--- config.mk ---
export PLATFORM = sky130hd
export DESIGN_NAME = lcd_timing_gen
export DESIGN_NICKNAME = d
export VERILOG_FILES = /design/src/rtl/lcd_timing_gen.sv
export SDC_FILE = /design/constraint.sdc
export NUM_CORES = 1
export LEC_CHECK = 0
export ABC_AREA = 1
export CORE_UTILIZATION = 50
export CTS_CLUSTER_DIAMETER = 120
export DETAILED_ROUTE_END_ITERATION = 16
export PLACE_DENSITY = 0.9
export SLEW_MARGIN = 20
export SYNTH_ARGS = -nofsm -noshare
export SYNTH_HDL_FRONTEND = slang
export SYNTH_SLANG_ARGS = --single-unit
--- constraint.sdc ---
create_clock -name lcd_pclk -period 1.6 [get_ports lcd_pclk]
set_input_delay 0.16 -clock lcd_pclk [delete_from_list [all_inputs] [get_ports lcd_pclk]]
set_output_delay 0.16 -clock lcd_pclk [all_outputs]
set_load 0.02 [all_outputs]
--- src/rtl/lcd_timing_gen.sv ---
`timescale 1ns/1ps
`default_nettype none
// ============================================================================
//  Module      : lcd_timing_gen
//  Description : LCD raster timing (hsync/vsync/DE) with look-ahead pixel
//                request coordinates and DE-gated RGB forwarding.
//  Revision    : 1.0  initial release
// ============================================================================
module lcd_timing_gen #(
    parameter int   H_SYNC   = 128,
    parameter int   H_BACK   = 88,
    parameter int   H_DISP   = 800,
    parameter int   H_FRONT  = 40,
    parameter int   V_SYNC   = 2,
    parameter int   V_BACK   = 33,
    parameter int   V_DISP   = 480,
    parameter int   V_FRONT  = 10,
    parameter logic SYNC_POL = 1'b0
) (
    input  logic        lcd_pclk,
    input  logic        rstn,
    input  logic [23:0] pixel_data,
    output logic [10:0] pixel_xpos,
    output logic [10:0] pixel_ypos,
    output logic        lcd_hs,
    output logic        lcd_vs,
    output logic        lcd_de,
    output logic [23:0] lcd_rgb,
    output logic        frame_start,
    output logic [7:0]  frame_cnt
);

    localparam int H_TOTAL = H_SYNC + H_BACK + H_DISP + H_FRONT;
    localparam int V_TOTAL = V_SYNC + V_BACK + V_DISP + V_FRONT;

    if ((H_TOTAL > 2048) || (V_TOTAL > 2048)) begin : g_bad_total
        $error("lcd_timing_gen: H_TOTAL/V_TOTAL must not exceed 2048");
    end
    if ((H_SYNC < 1) || (V_SYNC < 1) || (H_DISP < 1) || (V_DISP < 1) || (H_SYNC + H_BACK < 1)) begin : g_bad_width
        $error("lcd_timing_gen: sync, display and sync+back widths must be non-zero");
    end

    // All window bounds are inclusive so nothing needs to represent 2048.
    localparam logic [10:0] c_h_last      = 11'(H_TOTAL - 1);
    localparam logic [10:0] c_v_last      = 11'(V_TOTAL - 1);
    localparam logic [10:0] c_h_sync_last = 11'(H_SYNC - 1);
    localparam logic [10:0] c_v_sync_last = 11'(V_SYNC - 1);
    localparam logic [10:0] c_h_de_first  = 11'(H_SYNC + H_BACK);
    localparam logic [10:0] c_h_de_last   = 11'(H_SYNC + H_BACK + H_DISP - 1);
    localparam logic [10:0] c_h_req_first = 11'(H_SYNC + H_BACK - 1);
    localparam logic [10:0] c_h_req_last  = 11'(H_SYNC + H_BACK + H_DISP - 2);
    localparam logic [10:0] c_v_act_first = 11'(V_SYNC + V_BACK);
    localparam logic [10:0] c_v_act_last  = 11'(V_SYNC + V_BACK + V_DISP - 1);

    logic [10:0] h_cnt_q, h_cnt_d;
    logic [10:0] v_cnt_q, v_cnt_d;
    logic        hs_q, hs_d;
    logic        vs_q, vs_d;
    logic        de_q, de_d;
    logic        fs_q, fs_d;
    logic [10:0] xpos_q, xpos_d;
    logic [10:0] ypos_q, ypos_d;
    logic [7:0]  frame_cnt_q, frame_cnt_d;
    logic        first_frame_q;

    logic        w_h_wrap;
    logic        w_vact;
    logic        w_hact;
    logic        w_hreq;

    // The counters hold the position the outputs will show after the next edge.
    always_comb begin
        w_h_wrap = (h_cnt_q == c_h_last);
        h_cnt_d  = w_h_wrap ? 11'd0 : h_cnt_q + 11'd1;
        v_cnt_d  = v_cnt_q;
        if (w_h_wrap) begin
            v_cnt_d = (v_cnt_q == c_v_last) ? 11'd0 : v_cnt_q + 11'd1;
        end

        w_vact = (v_cnt_q >= c_v_act_first) && (v_cnt_q <= c_v_act_last);
        w_hact = (h_cnt_q >= c_h_de_first)  && (h_cnt_q <= c_h_de_last);
        w_hreq = (h_cnt_q >= c_h_req_first) && (h_cnt_q <= c_h_req_last);

        hs_d   = (h_cnt_q <= c_h_sync_last) ? SYNC_POL : ~SYNC_POL;
        vs_d   = (v_cnt_q <= c_v_sync_last) ? SYNC_POL : ~SYNC_POL;
        de_d   = w_vact && w_hact;
        xpos_d = (w_vact && w_hreq) ? (h_cnt_q - c_h_req_first) : 11'd0;
        ypos_d = w_vact ? (v_cnt_q - c_v_act_first) : 11'd0;
        fs_d   = (h_cnt_q == 11'd0) && (v_cnt_q == 11'd0);

        frame_cnt_d = frame_cnt_q;
        if (fs_d && !first_frame_q) begin
            frame_cnt_d = frame_cnt_q + 8'd1;
        end
    end

    always_ff @(posedge lcd_pclk or negedge rstn) begin
        if (!rstn) begin
            h_cnt_q       <= 11'd0;
            v_cnt_q       <= 11'd0;
            hs_q          <= ~SYNC_POL;
            vs_q          <= ~SYNC_POL;
            de_q          <= 1'b0;
            fs_q          <= 1'b0;
            xpos_q        <= 11'd0;
            ypos_q        <= 11'd0;
            frame_cnt_q   <= 8'd0;
            first_frame_q <= 1'b1;
        end else begin
            h_cnt_q       <= h_cnt_d;
            v_cnt_q       <= v_cnt_d;
            hs_q          <= hs_d;
            vs_q          <= vs_d;
            de_q          <= de_d;
            fs_q          <= fs_d;
            xpos_q        <= xpos_d;
            ypos_q        <= ypos_d;
            frame_cnt_q   <= frame_cnt_d;
            first_frame_q <= 1'b0;
        end
    end

    assign pixel_xpos  = xpos_q;
    assign pixel_ypos  = ypos_q;
    assign lcd_hs      = hs_q;
    assign lcd_vs      = vs_q;
    assign lcd_de      = de_q;
    assign frame_start = fs_q;
    assign frame_cnt   = frame_cnt_q;
    // Upstream returns data registered one cycle after the request, aligned with DE.
    assign lcd_rgb     = de_q ? pixel_data : 24'h0;

endmodule

`default_nettype wire

==> reports/summary.txt <==
Filler instances -> 481
Clock Tree Buf Depth -> 2
Initial antenna violation count -> 0
Seq/Total Area, Yosys -> 40.9%
Die Y -> 85.6 um
Placeable Area -> 6760 sq um
Critical Path Max Stage Delay -> 0.41 ns
Crit. End Element -> register
Port Buffers -> 83
Mapped cell area -> 3490 sq um
Top Ports -> 84
DIE AREA -> 7320 sq um
MaxCap Viol Count -> 0
Predominant post-synthesis flop cell -> dfrtp_1
Clock Skews -> 0.0117 ns
Via density -> 5.25
Main combinational cell family by area after synthesis -> simple AND/OR/NAND/NOR gates
Final Setup Violations -> 0
Area of the multi-input gates -> 1760 sq um
# clock sinks -> 57
Die W -> 85.6 um
First-pass GRT wire length -> 15,300 um
Reg2reg end -> frame_cnt[2]
Avg Cell Area, Syn -> 7.89 sq um
Row cnt -> 30
Req. time, crit path -> 1.83 ns
Initial core utilization -> 51.7%
Crit path cell chain -> inv_1, ha_2, nor3b_2, nand4_1, nor2_4, nand2_4, nand2_1, nand2_1
HPWL Detailed -> 6860 um
CTS tree -> yes
Initial drt markers -> 234
Multiplexer share of the synthesized area -> 0%
Worst-path clk slew -> 0.08 ns
Final min period -> 1.60 ns
Max frequency -> 0.626 GHz
Num CTS Buffers -> 9
Post-layout nets -> 603
Syn Inst Count -> 443
Status -> finished, final reports clean
GR Util All Layers -> 26.7%
Startpoint types -> register
Vias in the first global route -> 3,359
P_leak -> 0.00280 uW
First drt pass iteration count -> 5
Post-Synth XOR/XNOR Area -> 6.02%
R2r startpoint -> h_cnt_q[1]
Antenna-violating nets left -> 0
Largest net degree at the start of global routing -> 42
Synth warn -> 0
R2R setup slack -> 0.002 ns
Remaining Overflow, GRT -> 0
Period utilisation layout -> 99.9%
Final hold viol count -> 0
Distinct cells, synth -> 33
Adder-cell share of the synthesized area -> 2.51%
Clock Latency Late Sink -> 0.35 ns
H-tree levels -> 3
Crit-path most repeated cell -> nand2_1
Max Slew Vio Count -> 0
Total Wirelength -> 9530 um
Post-synth EDFFs -> 0
WHS -> 0.260 ns
R2R depth -> 8
Worst EP arrival -> 1.83 ns
Synth Area in Simple Gates -> 37.5%
Tot Pwr -> 3080 uW
CP Class -> register to register
Max IR drop VDD -> 0.000337 V
Setup TNS -> 0 ns
Area Overhead vs Synth -> 42.3%
Post-synthesis compound-gate area fraction -> 3.30%
Worst Hold Class -> input port to asynchronous set/reset pin
WL/cell -> 14.5 um
Crit path max fanout -> 8
Final core occ -> 73.6%
DRC violations left -> 0
Clk root buf -> clkbuf_8
Via count -> 3,438
Yosys reg bits -> 57
Pwr dens -> 620 nW/um^2
Synth async-reset ratio -> 100%
Post-synthesis net count -> 476
Diodes inserted -> 0
Critical-path top delay cell -> dfrtp_1
Layout cell share with drive strength beyond 1 -> 23.3%
RSZ-0062 raised after global routing -> yes
Storage cell area -> 1440 sq um
GP Congestion -> 0.942
-- cells by family (layout without fill, tap and decap cells) --
group                    Yosys count  in the layout
buffers and inverters             76            208
flip-flops                        57             57
AND/OR/NAND/NOR                  257            257
AO/OA/AOI/OAI                     21             21
XOR/XNOR                          24             24
adder cells (fa/ha/maj)            7              7
other                              1              1
-- area by class of cell --
cell class / count / share of cell area [%]
Multi-Input combinational cell: 310 / 35.4
Tap cell: 80 / 2.01
Clock buffer: 9 / 2.49
Clock inverter: 7 / 2.06
Sequential cell: 57 / 28.9
Timing Repair Buffer: 127 / 24.2
Inverter: 65 / 4.96
-- synth_stat cells, types with 2 or more instances --
library cell  count  area (sq um)
nand4_1          14          87.6
buf_6             5          56.3
clkbuf_1          2          7.51
dfrtp_1          54          1350
dfstp_2           3          78.8
buf_4             3          22.5
ha_1              7          87.6
nand2_2           5          31.3
nand3_2           2          20.0
a21oi_2           2          17.5
nand2_1         104           390
nand2_4           4          45.0
nand3b_1          3          22.5
o21ai_1           4          20.0
nor2_1           42           158
nor2_2            9          56.3
nor2_4            7          78.8
nor3_1            9          45.0
inv_1            55           206
o21ai_0          13          65.1
xnor2_1           3          26.3
nor3b_1           2          15.0
inv_2             9          33.8
xor2_1           21           184
nor3_2           13           130
nand3_1          41           205
-- metal layers --
layer  vias to the layer above  track usage, %  share of wire [%]
li1                       1644               -                  -
met1                      1606            31.6                 40
met2                       161            46.7                 50
met3                        27            5.49                6.8
met4                         0            12.6                3.0
met5                         -               0                  0
-- per-stage QoR --
step / area [sq um] / setup slack (ns) / cells
2_1_floorplan: 3490 / 0.133 / 443
3_3_place_gp: 4670 / 0.0831 / 632
3_5_place_dp: 4670 / -0.0650 / 632
4_1_cts: 4910 / 0.000620 / 653
5_1_grt: 4970 / -0.0927 / 655
6_report: 4970 / 0.00193 / 655
-- cell usage in the layout, fill, tap and decap left out, drive strengths merged --
cell type / count
a21oi: 3
and2: 1
buf: 44
bufinv: 2
clkbuf: 9
clkdlybuf4s50: 49
clkinv: 4
clkinvlp: 1
conb: 1
dfrtp: 54
dfstp: 3
dlygate4sd2: 29
dlygate4sd3: 1
dlymetal6s2s: 4
ha: 7
inv: 65
nand2: 113
nand3: 43
nand3b: 3
nand4: 14
nor2: 59
nor3: 22
nor3b: 2
o21a: 1
o21ai: 17
xnor2: 3
xor2: 21
-- critical path: cells and delay by family, from the launching register on --
kind | cells | cell delay, ns
fa+ha+maj | 1 | 0.19
flops | 1 | 0.41
buf+inv | 1 | 0.09
simple gates | 6 | 0.79
-- state kept, by name, indices dropped and copies added, names as in the netlist --
register	count
h_cnt_q	11
lcd_vs	1
lcd_de	1
frame_start	1
v_cnt_q	11
pixel_ypos	11
first_frame_q	1
lcd_hs	1
pixel_xpos	11
frame_cnt	8
-- worst max path at each step --
stage	start	to	depth (start not counted)
CTS	h_cnt_q[1]	frame_cnt[0]	8
global placement	v_cnt_q[0]	frame_cnt[3]	7
global route	h_cnt_q[1]	frame_cnt[2]	8
detailed placement	h_cnt_q[0]	frame_cnt[2]	8
floorplan	h_cnt_q[0]	v_cnt_q[4]	8
finish	h_cnt_q[1]	frame_cnt[2]	8
-- report_power, final --
group / internal (uW) / switching (uW) / leakage (uW)
clock network: 889 / 643 / 0.000110
logic: 61.3 / 43.4 / 0.00193
registers: 1440 / 2.46 / 0.000760
-- repair_timing --
item                       CTS  global route
pin swaps                    2             4
setup endpoints to repair   39            37
hold buffers                 1             0
setup buffers                4             2
hold endpoints to repair    14             0
resized for setup           31            25
No activity file was read; power rests on OpenSTA's default activity.
